==> config.mk <==
export PLATFORM = sky130hd
export DESIGN_NAME = dl_rom_writer
export DESIGN_NICKNAME = d
export VERILOG_FILES = /design/src/rtl/dl_rom_writer.sv
export SDC_FILE = /design/constraint.sdc
export NUM_CORES = 1
export LEC_CHECK = 0
export CORE_AREA = 10 10 95 97
export CTS_CLUSTER_DIAMETER = 60
export DETAILED_ROUTE_END_ITERATION = 10
export DIE_AREA = 0 0 105 107
export HOLD_SLACK_MARGIN = 0.05
export PLACE_DENSITY = 0.78
export SYNTH_ARGS = -nofsm -noshare
export SYNTH_HDL_FRONTEND = slang
export SYNTH_SLANG_ARGS = --single-unit
==> constraint.sdc <==
create_clock -name CLK -period 2.7 [get_ports CLK]
set_clock_uncertainty 0.05 [all_clocks]
set_input_delay 0.405 -clock CLK [delete_from_list [all_inputs] [get_ports CLK]]
set_output_delay 0.405 -clock CLK [all_outputs]
set_load 0.01 [all_outputs]
==> src/rtl/dl_rom_writer.sv <==
// dl_rom_writer: streams 32-bit host words into the byte-wide write ports of
// one or more download ROMs. Each accepted word becomes four byte writes at
// consecutive addresses. The top RB address bits pick which ROM region is
// enabled, so several ROMs can share one download stream.
`timescale 1ns/1ps

module dl_rom_writer #(
    parameter int AW        = 17,
    parameter int RB        = 2,
    parameter int BYTE_SWAP = 0
) (
    input  logic                CLK,
    input  logic                RST_N,
    input  logic                DL_START,
    input  logic                DL_END,
    input  logic                WD_VALID,
    input  logic [31:0]         WD_DATA,
    output logic                WD_READY,
    output logic [AW-1:0]       AD,
    output logic [7:0]          DO,
    output logic                WE,
    output logic [(2**RB)-1:0]  RSEL,
    output logic                BUSY,
    output logic                DONE,
    output logic                OVF
);

    typedef enum logic [2:0] {
        S_IDLE   = 3'd0,
        S_ACTIVE = 3'd1,
        S_SHIFT0 = 3'd2,
        S_SHIFT1 = 3'd3,
        S_SHIFT2 = 3'd4,
        S_SHIFT3 = 3'd5,
        S_FINISH = 3'd6
    } state_t;

    state_t       state;
    state_t       state_nxt;

    // Address counter carries one extra bit so running past the top of the
    // download space is visible as cnt[AW] rather than wrapping to zero.
    logic [AW:0]  cnt;
    logic [31:0]  word_q;
    logic         end_pend;

    logic         issue;
    logic [1:0]   byte_idx;
    logic [31:0]  byte_src;
    logic         shift_next;

    // Byte k of the word in transmission order; BYTE_SWAP selects LSB-first.
    function automatic logic [7:0] pick_byte(input logic [31:0] w, input logic [1:0] k);
        logic [1:0] j;
        j = (BYTE_SWAP != 0) ? k : (2'd3 - k);
        case (j)
            2'd0:    return w[7:0];
            2'd1:    return w[15:8];
            2'd2:    return w[23:16];
            default: return w[31:24];
        endcase
    endfunction

    // One-hot region select from the top address bits.
    function automatic logic [(2**RB)-1:0] region_decode(input logic [RB-1:0] sel);
        logic [(2**RB)-1:0] r;
        r      = '0;
        r[sel] = 1'b1;
        return r;
    endfunction

    // State register.
    always_ff @(posedge CLK or negedge RST_N) begin
        if (!RST_N) begin
            state <= S_IDLE;
        end else begin
            state <= state_nxt;
        end
    end

    // Next-state logic; DL_START restarts from any state and beats DL_END.
    always_comb begin
        state_nxt = state;
        if (DL_START) begin
            state_nxt = S_ACTIVE;
        end else begin
            case (state)
                S_IDLE:   state_nxt = S_IDLE;
                S_ACTIVE: begin
                    if (WD_VALID)    state_nxt = S_SHIFT0;
                    else if (DL_END) state_nxt = S_FINISH;
                end
                S_SHIFT0: state_nxt = S_SHIFT1;
                S_SHIFT1: state_nxt = S_SHIFT2;
                S_SHIFT2: state_nxt = S_SHIFT3;
                S_SHIFT3: state_nxt = (end_pend || DL_END) ? S_FINISH : S_ACTIVE;
                S_FINISH: state_nxt = S_IDLE;
                default:  state_nxt = S_IDLE;
            endcase
        end
    end

    // Moore status outputs decoded from the current state.
    always_comb begin
        WD_READY = 1'b0;
        BUSY     = 1'b0;
        DONE     = 1'b0;
        case (state)
            S_ACTIVE: begin
                WD_READY = 1'b1;
                BUSY     = 1'b1;
            end
            S_SHIFT0, S_SHIFT1, S_SHIFT2, S_SHIFT3: BUSY = 1'b1;
            S_FINISH: begin
                BUSY = 1'b1;
                DONE = 1'b1;
            end
            default: ;
        endcase
    end

    // Byte issue: the handshake itself launches byte 0 straight from WD_DATA,
    // so the first write appears the cycle after the handshake; SHIFT0..2
    // launch bytes 1..3 from the latched word.
    always_comb begin
        issue    = 1'b0;
        byte_idx = 2'd0;
        byte_src = word_q;
        if (!DL_START) begin
            case (state)
                S_ACTIVE: begin
                    if (WD_VALID) begin
                        issue    = 1'b1;
                        byte_idx = 2'd0;
                        byte_src = WD_DATA;
                    end
                end
                S_SHIFT0: begin
                    issue    = 1'b1;
                    byte_idx = 2'd1;
                end
                S_SHIFT1: begin
                    issue    = 1'b1;
                    byte_idx = 2'd2;
                end
                S_SHIFT2: begin
                    issue    = 1'b1;
                    byte_idx = 2'd3;
                end
                default: ;
            endcase
        end
    end

    assign shift_next = state_nxt inside {S_SHIFT0, S_SHIFT1, S_SHIFT2, S_SHIFT3};

    // Word latch and pending-END flag; an END seen while a word is in flight
    // is held until the last byte has gone out.
    always_ff @(posedge CLK or negedge RST_N) begin
        if (!RST_N) begin
            word_q   <= '0;
            end_pend <= 1'b0;
        end else begin
            if (state == S_ACTIVE && WD_VALID && !DL_START) begin
                word_q <= WD_DATA;
            end
            if (DL_START || !shift_next) begin
                end_pend <= 1'b0;
            end else begin
                end_pend <= end_pend | DL_END;
            end
        end
    end

    // Write port registers, address counter and overflow flag. Bytes past the
    // top of the space are swallowed with WE low so the host never stalls.
    always_ff @(posedge CLK or negedge RST_N) begin
        if (!RST_N) begin
            cnt  <= '0;
            AD   <= '0;
            DO   <= '0;
            WE   <= 1'b0;
            RSEL <= '0;
            OVF  <= 1'b0;
        end else if (DL_START) begin
            cnt  <= '0;
            WE   <= 1'b0;
            RSEL <= '0;
            OVF  <= 1'b0;
        end else if (issue) begin
            if (cnt[AW]) begin
                WE   <= 1'b0;
                RSEL <= '0;
                AD   <= '1;
                OVF  <= 1'b1;
            end else begin
                WE   <= 1'b1;
                AD   <= cnt[AW-1:0];
                DO   <= pick_byte(byte_src, byte_idx);
                RSEL <= region_decode(cnt[AW-1 -: RB]);
                cnt  <= cnt + {{AW{1'b0}}, 1'b1};
            end
        end else begin
            WE   <= 1'b0;
            RSEL <= '0;
        end
    end

endmodule

==> reports/results.tsv, run 1 <==
stage	metric	value	unit
timing	hold_violations	0	
synth	syn-cell-area	3570	sq um
global_routing	grt_overflow	0	
die	floorplan.initialDensity	0.5002	
clock_network	cts_setup_buffers	0	
critical_path	rrSetupSlack	270	ps
synth	netlist.area_leader.share	0.5398	
synth	postSynthCellCount	350	
timing	max_clock_freq	411.6	MHz
pwr	power_leakage	0.001862	uW
synth	ys.flop_type	dfrtp_1	
route	vias	2741	
route	drtPass1Iterations	4	
placement	io_buffers	70	
critical_path	reg2reg_from	state[2]	
synth	yosys.area.top_type	dfrtp_1	
die	die_y	107	microns
finish	nets	452	
hold_path	hold_path_class	in -> async	
critical_path	cp.required	2880	ps
timing	finalSetupViolations	0	
placement	gp_congestion	0.8241	
status	status	complete, no violations	
clock_network	post_cts_resized	0	
critical_path	crit_fanout	24	
route	drt_wl_total	8.040	mm
clock_network	htree_levels	3	
clock_network	cts_hold_buf	0	
critical_path	crit_path_top_delay_cell	dfrtp_1	
synth	synth-edff-count	0	
timing	rsz0062_at_grt	no	
synth	synth_async_sr_flop_share	1.000	
critical_path	rr_worst_depth	7	
timing	post-route-period-util	0.8998	
die	ios	71	
finish	diodes	0	
timing	slew_violations	0	
critical_path	cpPeakStageDelay	540	ps
placement	dp_hpwl	5.886	mm
global_routing	grt_max_degree	78	
die	die_w	105	microns
critical_path	crit_path_end_kind	register	
synth	ys_types	42	
finish	drive_gt1_frac	0.1079	
clock_network	clock_path_buffers	2	
route	drt_first_iter_violations	148	
global_routing	antenna_found_initial	0	
synth	synth_area_leaders	dfrtp_1 54%, nor2_1 7.2%, mux2_2 6.3%	
timing	fin_tns_setup	0	ps
clock_network	cts_root_buf	clkbuf_8	
pwr	p_per_area	761.3	nW/um^2
die	row_count	31	
die	die-area	11240	sq um
synth	syn-num-nets	389	
timing	worst_pin_slew	928.2	ps
clock_network	clkTransAtPathRegs	70	ps
critical_path	cp.arrival	2610	ps
critical_path	worst_setup_path_start_kind	register	
synth	syn_area_per_cell	10.20	sq um
global_routing	grt_use_total	0.1474	
route	route.detailed.drc	0	
synth	ys_seq_area_frac	0.5398	
finish	syn2layout_area_growth	27.02	%
route	viasPerCell	5.312	
synth	synth-seq-cells	77	
global_routing	grt_pass1_wl	13.58	mm
critical_path	setup.worst_path.class	reg -> reg	
timing	maxSlewHeadroom	0.3812	
die	core	7137	sq um
clock_network	clock_latency	350	ps
route	antenna_left	0	
route	avgRoutedWirePerCell	15.58	microns
clock_network	numCtsBuffers	9	
clock_network	cts_tree	yes	
pwr	ir_drop	0.3562	mV
critical_path	worstReg2RegEnd	word_q[18]	
synth	yosysMostFrequentCell	dfrtp_1	
synth	yosysWarnings	0	
synth	yosys-top-cells-count	77 x dfrtp_1, 68 x nor2_1, 31 x nand2_1	
timing	whs	146.7	ps
clock_network	cts_sinks	77	
critical_path	path_cells	inv_1 > ha_1 > a21oi_1 > o21a_1 > nor3b_4 > buf_12 > mux2_2	
flow_run	cap_violations	0	
global_routing	grt_pass1_vias	2774	
timing	min_period	2429	ps
==> layer usage <==
layer  vias up  wire length (microns)  GRT usage
li1       1347                      -          -
met1      1306                   3396     0.1740
met2        77                   4036     0.2402
met3        11                    477    0.05210
met4         0                    129    0.06176
met5         -                      0          0
==> power breakdown <==
part / internal (uW) / switching [uW]
sequential: 1460 / 184
combinational: 494 / 373
clock: 539 / 405
total: 2490 / 963
==> worst max-delay path: cells and delay by family, from the launching register on <==
kind                     cells  cell delay [ps]
adder cells (fa/ha/maj)      1              350
multiplexers                 1              350
AND/OR/NAND/NOR              1              230
AO/OA/AOI/OAI                2              410
flip-flops                   1              540
buffers and inverters        2              360
==> worst max path at each step <==
stage	start	endpoint	slack (ps)	depth (start not counted)
final	state[2]	word_q[18]	270	7
after detailed placement	DL_START	word_q[0]	260	6
after global routing	state[2]	word_q[0]	100	7
after global placement	DL_START	word_q[18]	360	6
after CTS	state[2]	word_q[0]	270	7
after floorplan	state[2]	word_q[11]	550	8
==> cell usage in the layout (no fill, tap or decap), drive strengths merged, types with 2 or more instances in the layout <==
cell type,synthesis,final
xnor2,16,16
nand3,7,7
buf,14,7
a22oi,2,2
or3b,2,2
nor3b,4,4
clkbuf,10,11
nand2b,3,3
and4,3,3
nor2,68,68
bufinv,0,2
or3,2,2
nor3,7,7
dfrtp,77,77
a21oi,23,23
nor4,9,9
nor2b,3,3
o21a,2,2
a222oi,7,7
nand4,6,6
o21ai,6,6
nor4b,2,2
o31ai,7,7
clkdlybuf4s50,0,69
mux2,24,24
inv,5,5
ha,2,2
nand2,31,31
==> stage by stage <==
step	total power [uW]	instances	setup WS, ps	instance area, sq um	utilization
after CTS	3494	516	271.1	4534	0.6353
after global placement	2501	501	360.9	4320	0.6054
after detailed placement	2548	501	261.1	4320	0.6054
after global routing	3664	516	102.5	4534	0.6353
after floorplan	2090	350	549.4	3570	-
final	3452	516	270.6	4534	0.6353
==> sequential cells by signal, indices dropped and copies added, names as in the netlist <==
signal,flops
WE,1
OVF,1
cnt,18
word_q,24
RSEL,4
DO,8
end_pend,1
state,3
AD,17
==> cell families (layout without fill, tap and decap cells) <==
| group | after synthesis | count (layout) | synth area share |
|---|---|---|---|
| flops | 77 | 77 | 0.5398 |
| fa+ha+maj | 2 | 2 | 0.007009 |
| compound gates | 52 | 52 | 0.09464 |
| mux | 24 | 24 | 0.07571 |
| xor+xnor | 16 | 16 | 0.03926 |
| buf+inv | 29 | 96 | 0.04206 |
| simple gates | 150 | 150 | 0.2015 |
==> layout make-up <==
class                           instances  area, sq um
Tap cell                               99        123.9
Timing Repair Buffer                   76        755.7
Sequential cell                        77         1927
Multi-Input combinational cell        244         1495
Clock inverter                          4        72.57
Clock buffer                           11        141.4
Inverter                                5        18.77
Fill cell                             593         2603
Note: power is estimated with default switching activity, not from simulation.
==> run 2, diff against run 1 <==
- CAP_MARGIN: default -> 5
==> results of run 2 <==
Final layout, timing and power as in run 1 (identical DEF).
